File: src/rtl/pwm_multi_channel.sv
// Multi-channel PWM generator with one shared period counter.
// Programmable period and per-channel duty, edge- or center-aligned.
// Writes land in shadow registers and commit only at a period boundary,
// or on every clock while the generator is stopped.
// Ports:
//   clk, rst          clock, synchronous active-high reset
//   en                run enable
//   wr_en/sel/data    shadow write: sel<NUM_CH duty[sel], sel==NUM_CH period
//   mode_center       0 edge-aligned, 1 center-aligned (sampled at commit)
//   pwm_out           registered PWM outputs, bit i = channel i
//   period_start      pulse on the first output cycle of each period
module pwm_multi_channel #(
    parameter int NUM_CH         = 4,
    parameter int WIDTH          = 16,
    parameter int DEFAULT_PERIOD = 99,
    localparam int SEL_W         = $clog2(NUM_CH + 1)
) (
    input  logic              clk,
    input  logic              rst,
    input  logic              en,
    input  logic              wr_en,
    input  logic [SEL_W-1:0]  wr_sel,
    input  logic [WIDTH-1:0]  wr_data,
    input  logic              mode_center,
    output logic [NUM_CH-1:0] pwm_out,
    output logic              period_start
);

    localparam logic [WIDTH-1:0] DEF_P = WIDTH'(DEFAULT_PERIOD);
    localparam logic [WIDTH-1:0] ONE   = WIDTH'(1);

    logic [WIDTH-1:0]  sh_per_q;
    logic [WIDTH-1:0]  sh_duty_q [NUM_CH];
    logic [WIDTH-1:0]  per_q;
    logic [WIDTH-1:0]  duty_q [NUM_CH];
    logic              mode_q;
    logic [WIDTH-1:0]  cnt_q, cnt_d;
    logic              dir_q, dir_d;
    logic [NUM_CH-1:0] pwm_q, pwm_d;
    logic              ps_q, ps_d;
    logic              commit;

    // Counter next state. dir_q=1 means counting down (center mode only).
    // Comparing against P before stepping keeps cnt within 0..P.
    always_comb begin
        cnt_d = '0;
        dir_d = 1'b0;
        if (en && per_q != '0) begin
            if (mode_q && dir_q) begin
                cnt_d = cnt_q - ONE;
                dir_d = 1'b1;
            end else if (cnt_q < per_q) begin
                cnt_d = cnt_q + ONE;
            end else if (mode_q) begin
                cnt_d = per_q - ONE;
                dir_d = 1'b1;
            end
        end
        // Returning to 0 starts a new period, always counting up.
        if (cnt_d == '0) dir_d = 1'b0;
    end

    // Stopped: load every cycle. Running: load only when a period begins.
    assign commit = !en || (cnt_d == '0);

    always_comb begin
        pwm_d = '0;
        for (int i = 0; i < NUM_CH; i++) begin
            pwm_d[i] = en & (cnt_q < duty_q[i]);
        end
        ps_d = en & (cnt_q == '0);
    end

    always_ff @(posedge clk) begin
        if (rst) begin
            sh_per_q <= DEF_P;
            per_q    <= DEF_P;
            for (int i = 0; i < NUM_CH; i++) begin
                sh_duty_q[i] <= '0;
                duty_q[i]    <= '0;
            end
            mode_q   <= 1'b0;
            cnt_q    <= '0;
            dir_q    <= 1'b0;
            pwm_q    <= '0;
            ps_q     <= 1'b0;
        end else begin
            if (wr_en) begin
                if (wr_sel == SEL_W'(NUM_CH)) sh_per_q <= wr_data;
                for (int i = 0; i < NUM_CH; i++) begin
                    if (wr_sel == SEL_W'(i)) sh_duty_q[i] <= wr_data;
                end
            end
            // Shadow values sampled here predate this edge's write,
            // so a write coinciding with a commit waits a period.
            if (commit) begin
                per_q  <= sh_per_q;
                duty_q <= sh_duty_q;
                mode_q <= mode_center;
            end
            cnt_q <= cnt_d;
            dir_q <= dir_d;
            pwm_q <= pwm_d;
            ps_q  <= ps_d;
        end
    end

    assign pwm_out      = pwm_q;
    assign period_start = ps_q;

endmodule

File: config.mk
export PLATFORM = sky130hd
export DESIGN_NAME = pwm_multi_channel
export DESIGN_NICKNAME = d
export VERILOG_FILES = /design/src/rtl/pwm_multi_channel.sv
export SDC_FILE = /design/constraint.sdc
export NUM_CORES = 1
export LEC_CHECK = 0
export BUFFER_PORTS_ARGS = -buffer_cell sky130_fd_sc_hd__buf_2
export CORE_AREA = 5 5 157 159
export DETAILED_ROUTE_END_ITERATION = 10
export DIE_AREA = 0 0 162 164
export GPL_ROUTABILITY_DRIVEN = 0
export GPL_TIMING_DRIVEN = 1
export PLACE_DENSITY = 0.64
export SETUP_SLACK_MARGIN = 0.5
export SYNTH_ARGS = -nofsm -noshare
export SYNTH_HDL_FRONTEND = slang
export SYNTH_SLANG_ARGS = --single-unit
export TNS_END_PERCENT = 100
File: constraint.sdc
create_clock -name clk -period 2.95 [get_ports clk]
set_clock_uncertainty 0.05 [all_clocks]
set_input_delay 0.295 -clock clk [delete_from_list [all_inputs] [get_ports clk]]
set_output_delay 0.295 -clock clk [all_outputs]
set_load 0.05 [all_outputs]
==> reports/qor.yml, run 1 <==
run_status:
  outcome: "complete, but fails checks"
  violations: "negative setup slack"
final_layout:
  most-common-layout-cells: "nand2_1 (194), dfxtp_1 (162), nand2b_1 (157), buf_4 (116), a21oi_1 (87)"
  area_delta_synth_final_pct: 25.0
  drive_gt1_share_pct: 22.5
  final_util_pct: 55.4
  antenna_cells: 0
  final_cells: 1657
  final_common_cell: "nand2_1"
  nets: 1458
route:
  initialDrtViolationCount: 712
  viasPerCell: 5.27
  wl_per_cell_um: 17.4
  firstDrtPassIters: 5
  wirelength_mm: 28.8
  route.detailed.drc: 0
  antenna_left: 0
  vias: 8738
logic_synthesis:
  yosys.area.top_type: "dfxtp_1"
  ys_ff_latch: 183
  ys_types: 60
  ys.flop_type: "dfxtp_1"
  synth_edf_count: 0
  synthTopCellsByArea: "dfxtp_1 (36%), ha_1 (9.7%), nand2b_1 (9.6%)"
  synthArstFlopShare_pct: 0
  syn_nets: 1329
  synth_cells: 1226
  synth_top_cell_area_share_pct: 35.8
  avgSynthCellArea_um2: 8.35
  ys_warn_count: 0
  netlist_area_um2: 10200
  ys_seq_area_share_pct: 35.8
clock_tree:
  clk-insertion-delay-late_ns: 0.43
  path_clk_slew_ns: 0.07
  clock_path_buffers: 2
  numCtsBuffers: 17
  root_buffer: "clkbuf_16"
  cts.sink_count: 183
  h-tree-depth: 4
  cts_tree: "built"
floorplanning:
  die_w_um: 162
  ios: 29
  die-area_um2: 26600
  initial_core_util_pct: 44.3
  core_region_area_um2: 23100
  die_y_um: 164
  row_count: 56
timing:
  finalWorstSetupSlack_ns: -0.467
  rsz0062_at_grt: "yes"
  hold_viol: 0
  tightest_slew_ns: 0.837
  fin_tns_setup_ns: -29.70
  setup_viol: 83
  max_freq_mhz: 293
  slew_headroom_pct: 44.2
  slew_viol_final: 0
  finalCriticalPeriod_ns: 3.42
  fin_crit_sh_pct: 116
power:
  p_total_mw: 5.55
  seqPwrFrac_pct: 45.7
  comb_power_share_pct: 11.9
  p_per_area_nw_per_um2: 434
  p_switching_mw: 1.39
  leakage_nw: 5.23
  switching_share_pct: 25.1
  p_int_mw: 4.16
  vdd_drop_max_mv: 0.401
  p_clk_share_pct: 42.4
place:
  place_ws_ns: -0.360
  dpl.hpwl_mm: 19.4
  place_inst: 1586
  portBuffers: 28
worst_setup_path:
  critPathRequiredTime_ns: 3.24
  path_max_fanout: 6
  crit_path_max_incr_delay_ns: 0.39
  path_class: "reg2reg"
  crit_chain: "buf_4, nor4_1, nand2_1, nor2_1, xor2_1, nand2_1, o211ai_1, nor4_2, a41oi_2, nor4_4, buf_4, bufbuf_16, buf_4, mux2i_1"
  crit_top_cell: "buf_4"
  rr_startpoint: "cnt_q[0]"
  end_kind: "flop"
  startpoint: "cnt_q[0]"
  cp.arrival_ns: 3.71
  worstSetupStartpointType: "flop"
  cpMaxStageDelayCell: "dfxtp_1"
global_routing:
  track_usage_pct: 21.7
  antenna_found_initial: 0
  grt_max_degree: 184
  grt_overflow: 0
  grt_pass1_vias: 8416
  grt_pass1_wl_mm: 45.6
hold_path:
  min_from: "wr_data[12]"
  hp-class: "in2reg"
run:
  maxCapViolations: 0
==> routing by layer <==
layer	GRT usage, %	part of all wire, %
met5	0	0
met4	6.65	2.1
met3	2.96	4.5
met2	35.4	46
met1	30.0	47
==> power groups by stage <==
| stage | combinational [mW] | sequential (mW) | clock (mW) |
|---|---|---|---|
| after floorplan | 0.374 | 2.60 | 0 |
| after global placement | 0.548 | 2.59 | 0 |
| after detailed placement | 0.550 | 2.59 | 0 |
| after CTS | 0.643 | 2.54 | 2.39 |
| after global routing | 0.706 | 2.54 | 2.51 |
| final | 0.659 | 2.54 | 2.36 |
==> cell type report <==
cell class | instances | area, um2
fill | 2051 | 10300
multi-input combinational | 891 | 6220
sequential | 183 | 3690
timing repair buffer | 179 | 1610
clock buffer | 20 | 467
tap | 290 | 363
inverter | 83 | 312
clock inverter | 11 | 135
==> critical path: cells and delay by family, from the launching register on <==
kind | cells | cell delay [ns]
AOI/OAI and AO/OA | 2 | 0.37
xor gates and xnor gates | 1 | 0.09
buffers and inverters | 4 | 0.77
DFF | 1 | 0.39
muxes | 1 | 0.19
and+or+nand+nor | 6 | 1.48
==> flip-flops by register name, indices dropped and copies added, names as in the netlist <==
signal	count
cnt_q	16
dir_q	1
sh_per_q	16
pwm_out	4
mode_q	1
per_q	16
sh_duty_q	64
period_start	1
duty_q	64
==> path summary, 6_finish.rpt <==
path | end | slack [ns] | cells past startpoint
setup / recovery | per_q[6] | -0.47 | 14
hold / removal | sh_duty_q[12] | 0.11 | 3
setup reg to reg | per_q[6] | -0.47 | 14
hold reg to reg | sh_duty_q[12] | 0.41 | 2
==> cell families (layout without fill, tap and decap cells) <==
| group | Yosys count | count (layout) | share of synthesized area [%] |
|---|---|---|---|
| AOI/OAI and AO/OA | 191 | 191 | 11.6 |
| xor gates and xnor gates | 34 | 34 | 2.91 |
| adders and majority gates | 79 | 79 | 9.65 |
| buffers and inverters | 152 | 293 | 7.07 |
| DFF | 183 | 183 | 35.8 |
| muxes | 83 | 83 | 8.11 |
| and+or+nand+nor | 504 | 504 | 24.9 |
==> per-stage QoR <==
step	area (um2)	hold WS, ns
2_1_floorplan	10300	0.369
3_3_place_gp	11400	0.392
3_5_place_dp	11400	0.397
4_1_cts	12600	0.0919
5_1_grt	12800	0.0973
6_report	12800	0.106
==> cells in the mapped netlist (8+ instances only) <==
cell,number
nand4_1,12
nand3_1,20
dfxtp_1,183
nor3_1,11
ha_1,79
nand2b_1,157
nand2_1,196
xor2_1,12
xnor2_1,22
nor2_1,57
buf_12,8
clkbuf_1,55
mux2i_1,83
a211oi_1,11
inv_1,83
o21ai_0,17
and3_1,12
a21o_1,37
a21oi_1,93
==> timing repair <==
item                                    CTS  global route
pin swaps                                46            10
gates cloned                              6             0
gates resized for setup                  54            34
hold buffers                              0             0
endpoints found under the setup margin   87            94
setup buffers                            24            10
Note: power is estimated with default switching activity, not from simulation.
==> run 2: changes to the inputs <==
--- a/config.mk
+++ b/config.mk
@@ -12,7 +12,6 @@
 export GPL_ROUTABILITY_DRIVEN = 0
 export GPL_TIMING_DRIVEN = 1
 export PLACE_DENSITY = 0.64
-export SETUP_SLACK_MARGIN = 0.5
 export SYNTH_ARGS = -nofsm -noshare
 export SYNTH_HDL_FRONTEND = slang
 export SYNTH_SLANG_ARGS = --single-unit
==> reports/qor.yml, run 2 (synthesis results as in run 1) <==
run_status:
  outcome: "complete, but fails checks"
  violations: "negative setup slack"
worst_setup_path:
  worstSetupStartpointType: "flop"
  r2r_cells: 16  # +2
  path_max_fanout: 8  # +2
  path_class: "reg2reg"
  crit_path_max_incr_delay_ns: 0.34  # -0.05 ns
  crit_top_cell: "buf_6"
  cp.arrival_ns: 3.55  # -0.16 ns
  r2r_end: "duty_q[9]"
  rrSetupSlack_ns: -0.30  # +0.17 ns
  rr_startpoint: "per_q[2]"
  end_kind: "flop"
  cpMaxStageDelayCell: "dfxtp_2"
  critPathRequiredTime_ns: 3.26  # +0.02 ns
  crit_chain: "inv_2, ha_4, a211oi_2, o21ai_2, a41oi_2, nor3_4, or2_4, buf_6, buf_6, o311ai_4, nand3_2, nor4_4, buf_6, buf_12, clkbuf_16, mux2i_1"
timing:
  fin_tns_setup_ns: -17.91  # +11.79 ns
  slew_viol_final: 0  # unchanged
  hold_viol: 0  # unchanged
  rsz0062_at_grt: "yes"
  finalCriticalPeriod_ns: 3.25  # -0.171 ns
  finalWorstSetupSlack_ns: -0.296  # +0.171 ns
  tightest_slew_ns: 0.905  # +0.0687 ns
  slew_headroom_pct: 39.6  # -4.6 points
  fin_crit_sh_pct: 110  # -5.8 points
  setup_viol: 83  # unchanged
  fin_hold_ws_ns: 0.0796  # -0.0260 ns
  max_freq_mhz: 308  # +5.3%
power:
  p_per_area_nw_per_um2: 432  # -0.41%
  vdd_drop_max_mv: 0.391  # -2.5%
  leakage_nw: 5.17  # -1.1%
final_layout:
  antenna_cells: 0  # unchanged
  nets: 1452  # -0.41%
  area_delta_synth_final_pct: 22.8
  nFillCells: 2127  # +3.7%
  top_regs: "duty_q x64, sh_duty_q x64"
  final_common_cell: "nand2_1"
  most-common-layout-cells: "nand2_1 (193), dfxtp_1 (164), nand2b_1 (157), buf_4 (114), a21oi_1 (91)"
  drive_gt1_share_pct: 20.7  # -1.8 points
floorplanning:
  die_y_um: 164  # unchanged
  die_w_um: 162  # unchanged
  row_count: 56  # unchanged
  initial_core_util_pct: 44.3  # unchanged
  core_region_area_um2: 23100  # unchanged
  ios: 29  # unchanged
  die-area_um2: 26600  # unchanged
hold_path:
  hp-class: "in2reg"
  hold_depth: 2  # -1
  holdPathEnd: "sh_per_q[3]"
  min_from: "rst"
clock_tree:
  root_buffer: "clkbuf_16"
  cts.sink_count: 183  # unchanged
  path_clk_slew_ns: 0.08  # about the same
  hold_buffers: 0  # unchanged
  clock_path_buffers: 2  # unchanged
  clk-insertion-delay-late_ns: 0.44  # about the same
  cts_tree: "built"
  numCtsBuffers: 17  # unchanged
  h-tree-depth: 4  # unchanged
global_routing:
  grt_overflow: 0  # unchanged
  track_usage_pct: 20.9  # -0.78 points
  antenna_found_initial: 0  # unchanged
  grt_max_degree: 121  # -34%
  grt_pass1_vias: 8184  # -2.8%
  grt_pass1_wl_mm: 44.1  # -3.3%
route:
  wirelength_mm: 27.7  # -3.7%
  route.detailed.drc: 0  # unchanged
  wl_per_cell_um: 16.8  # -3.4%
  antenna_left: 0  # unchanged
  vias: 8578  # -1.8%
  initialDrtViolationCount: 601  # -16%
  viasPerCell: 5.19  # -1.5%
  firstDrtPassIters: 6  # +1
run:
  maxCapViolations: 0  # unchanged
place:
  portBuffers: 28  # unchanged
  dpl.hpwl_mm: 18.7  # -3.3%
  place_ws_ns: -0.313  # +0.0466 ns
-- run 2: final cells by class --
cell class	count	area, um2	area share [%]
well taps	290	363	2.89
clock buffers	17	425	3.38
inverters	83	314	2.50
repair buffers	173	1500	12.0
clock inverters	15	163	1.29
flip-flops and latches	183	3690	29.3
multi-input cells	891	6120	48.6
-- run 2: worst max path at each step --
stage	startpoint	endpoint	slack, ns	cells past startpoint
finish	per_q[2]	duty_q[9]	-0.30	16
CTS	per_q[2]	duty_q[62]	-0.27	16
global route	per_q[0]	duty_q[9]	-0.46	14
detailed placement	per_q[13]	duty_q[26]	-0.31	15
floorplan	per_q[13]	per_q[10]	0.007	15
global placement	per_q[13]	duty_q[30]	-0.24	15
-- run 2: worst max-delay path: cells and delay by family, from the launching register on --
kind	cells	cell delay [ns]
muxes	1	0.20
and+or+nand+nor	4	0.73
DFF	1	0.34
buffers and inverters	6	0.77
AOI/OAI and AO/OA	4	0.86
adders and majority gates	1	0.22
-- run 2: power by group --
part / leakage (nW) / internal (mW) / switching, mW
combinational: 3.41 / 0.302 / 0.333
sequential: 1.49 / 2.51 / 0.0265
clock: 0.282 / 1.13 / 1.13
-- run 2: repair_timing --
action / CTS / global route
resized for setup: 54 / 23
pin swaps: 18 / 18
endpoints found under the hold margin: 0 / 0
gates cloned: 4 / 2
setup buffers: 22 / 3
setup endpoints to repair: 82 / 83
-- run 2: routing by layer --
| metal | up-vias | GRT usage (%) | part of all wire (%) |
|---|---|---|---|
| met3 | 44 | 3.39 | 4.4 |
| met2 | 207 | 33.5 | 46 |
| met5 | - | 0 | 0 |
| met4 | 0 | 5.73 | 1.8 |
| met1 | 3997 | 29.3 | 48 |
| li1 | 4330 | - | - |
-- run 2: metrics by stage --
step | utilization, % | instance area [um2] | total power, mW | std cells
6_report | 54.4 | 12600 | 5.43 | 1652
5_1_grt | 54.4 | 12600 | 5.65 | 1652
4_1_cts | 53.7 | 12400 | 5.45 | 1647
3_5_place_dp | 49.0 | 11300 | 3.14 | 1591
3_3_place_gp | 49.0 | 11300 | 3.13 | 1591
2_1_floorplan | - | 10300 | 2.98 | 1226
==> run 3: changes to the inputs <==
--- a/config.mk
+++ b/config.mk
@@ -6,9 +6,9 @@
 export NUM_CORES = 1
 export LEC_CHECK = 0
 export BUFFER_PORTS_ARGS = -buffer_cell sky130_fd_sc_hd__buf_2
-export CORE_AREA = 5 5 157 159
+export CORE_AREA = 10 10 162 164
 export DETAILED_ROUTE_END_ITERATION = 10
-export DIE_AREA = 0 0 162 164
+export DIE_AREA = 0 0 172 174
 export GPL_ROUTABILITY_DRIVEN = 0
 export GPL_TIMING_DRIVEN = 1
 export PLACE_DENSITY = 0.64
==> reports/qor.yml, run 3 (synthesis results as in run 1) <==
run_status:
  outcome: "complete, but fails checks"
  violations: "negative setup slack"
final_layout:
  multi_input_area_um2: 6090  # -0.39%
  nFillCells: 2112  # -0.71%
  most-common-layout-cells: "nand2_1 (194), dfxtp_1 (168), nand2b_1 (157), buf_4 (103), a21oi_1 (91)"
  nets: 1436  # -1.1%
  top_regs: "duty_q x64, sh_duty_q x64"
  final_cells: 1636  # -0.97%
  drive_gt1_share_pct: 18.8  # -1.9 points
  area_delta_synth_final_pct: 21.5
  antenna_cells: 0  # unchanged
  final_common_cell: "nand2_1"
  seq_area_um2: 3680  # -0.14%
clock_tree:
  root_buffer: "clkbuf_16"
  h-tree-depth: 4  # unchanged
  clock_path_buffers: 2  # unchanged
  clk-insertion-delay-late_ns: 0.44  # about the same
  cts_tree: "built"
  cts.sink_count: 183  # unchanged
  hold_buffers: 0  # unchanged
  numCtsBuffers: 17  # unchanged
  path_clk_slew_ns: 0.08  # about the same
timing:
  slew_headroom_pct: 32.6  # -7.1 points
  fin_crit_sh_pct: 111  # +1.5 points
  hold_viol: 0  # unchanged
  fin_hold_ws_ns: 0.102  # +0.0221 ns
  max_freq_mhz: 304  # -1.3%
  slew_viol_final: 0  # unchanged
  tightest_slew_ns: 1.01  # +0.106 ns
  finalWorstSetupSlack_ns: -0.339  # -0.0431 ns
  finalCriticalPeriod_ns: 3.29  # +0.0431 ns
  setup_viol: 82  # -1.2%
  rsz0062_at_grt: "yes"
place:
  place_ws_ns: -0.299  # +0.0147 ns
  place_inst: 1579  # -0.75%
  dpl.hpwl_mm: 18.8  # +0.45%
  portBuffers: 28  # unchanged
floorplanning:
  die_w_um: 172  # +6.2%
  die-area_um2: 29900  # +13%
  initial_core_util_pct: 44.3  # unchanged
  die_y_um: 174  # +6.1%
  row_count: 56  # unchanged
  ios: 29  # unchanged
  core_region_area_um2: 23100  # unchanged
route:
  wirelength_mm: 27.7  # about the same
  route.detailed.drc: 0  # unchanged
  top_layer: "met4"
  viasPerCell: 5.25  # +1.2%
  met1_length_mm: 13.0  # -2.5%
  vias: 8593  # +0.17%
  wl_per_cell_um: 16.9  # +0.92%
  antenna_left: 0  # unchanged
  met3_length_mm: 1.32  # +8.9%
  initialDrtViolationCount: 747  # +24%
  firstDrtPassIters: 7  # +1
  wl_met2_mm: 12.7  # +0.53%
worst_setup_path:
  cp.arrival_ns: 3.61  # +0.06 ns
  path_class: "reg2reg"
  end_kind: "flop"
  crit_path_max_incr_delay_ns: 0.34  # about the same
  crit_chain: "inv_2, ha_4, a211oi_2, o21ai_2, a41oi_2, nor3_4, or2_4, buf_8, o41ai_4, a211o_1, a41oi_2, nor4_4, buf_6, buf_12, clkbuf_16, mux2i_1"
  worstSetupStartpointType: "flop"
  critPathRequiredTime_ns: 3.27  # about the same
  crit_top_cell: "a41oi_2"
  cpMaxStageDelayCell: "dfxtp_2"
  path_max_fanout: 6  # -2
global_routing:
  grt_pass1_wl_mm: 43.6  # -1.1%
  grt_max_degree: 250  # +110%
  grt_pass1_vias: 8198  # +0.17%
  grt_overflow: 0  # unchanged
  track_usage_pct: 18.3  # -2.6 points
  antenna_found_initial: 0  # unchanged
hold_path:
  hp-class: "in2reg"
power:
  vdd_drop_max_mv: 0.394  # +0.76%
  p_per_area_nw_per_um2: 438  # +1.4%
  leakage_nw: 5.09  # -1.6%
run:
  maxCapViolations: 0  # unchanged
[run 3: layout make-up]
cell class	instances	area share [%]
multi-input cells	891	48.9
flip-flops and latches	183	29.6
repair buffers	157	11.3
clock buffers	19	3.56
well taps	290	2.92
inverters	83	2.50
clock inverters	13	1.14
[run 3: worst max-delay path, delay by kind of cell, from the launching register on]
family,cells,cell delay (ns)
AO/OA/AOI/OAI,6,1.12
buffers and inverters,5,0.69
AND/OR/NAND/NOR,3,0.62
flip-flops,1,0.34
adder cells (fa/ha/maj),1,0.22
multiplexers,1,0.17
[run 3: worst paths after layout]
path                            slack (ns)  depth (start not counted)            end           from
worst min register to register        0.41                          2  sh_duty_q[41]  sh_duty_q[41]
worst max-delay path                 -0.34                         16     duty_q[15]       per_q[2]
worst min-delay path                  0.10                          3  sh_duty_q[36]     wr_data[4]
worst max register to register       -0.34                         16     duty_q[15]       per_q[2]
[run 3: routing by layer]
layer	global-route usage, %	vias to the layer above
met5	0	-
met3	2.83	43
met4	6.29	0
met1	24.9	4012
li1	-	4299
met2	28.6	239
[run 3: power by group]
| group | leakage [nW] | internal (mW) | switching (mW) |
|---|---|---|---|
| Combinational | 3.33 | 0.305 | 0.334 |
| Clock | 0.275 | 1.21 | 1.06 |
| Sequential | 1.48 | 2.51 | 0.0263 |
[run 3: through the flow]
stage	setup TNS, ns	total power [mW]	cell area, um2	utilization [%]
after global routing	-33.24	5.63	12400	53.8
after floorplan	0	2.98	10300	-
after CTS	-15.89	5.47	12200	52.8
after global placement	-18.05	3.14	11300	48.7
after detailed placement	-21.26	3.14	11300	48.7
final	-21.76	5.45	12400	53.8
[run 3: timing repair]
item,in CTS,in global routing
cloned,4,3
endpoints found under the setup margin,82,82
resized for setup,30,25
buffers inserted,12,6
pin swaps,17,13
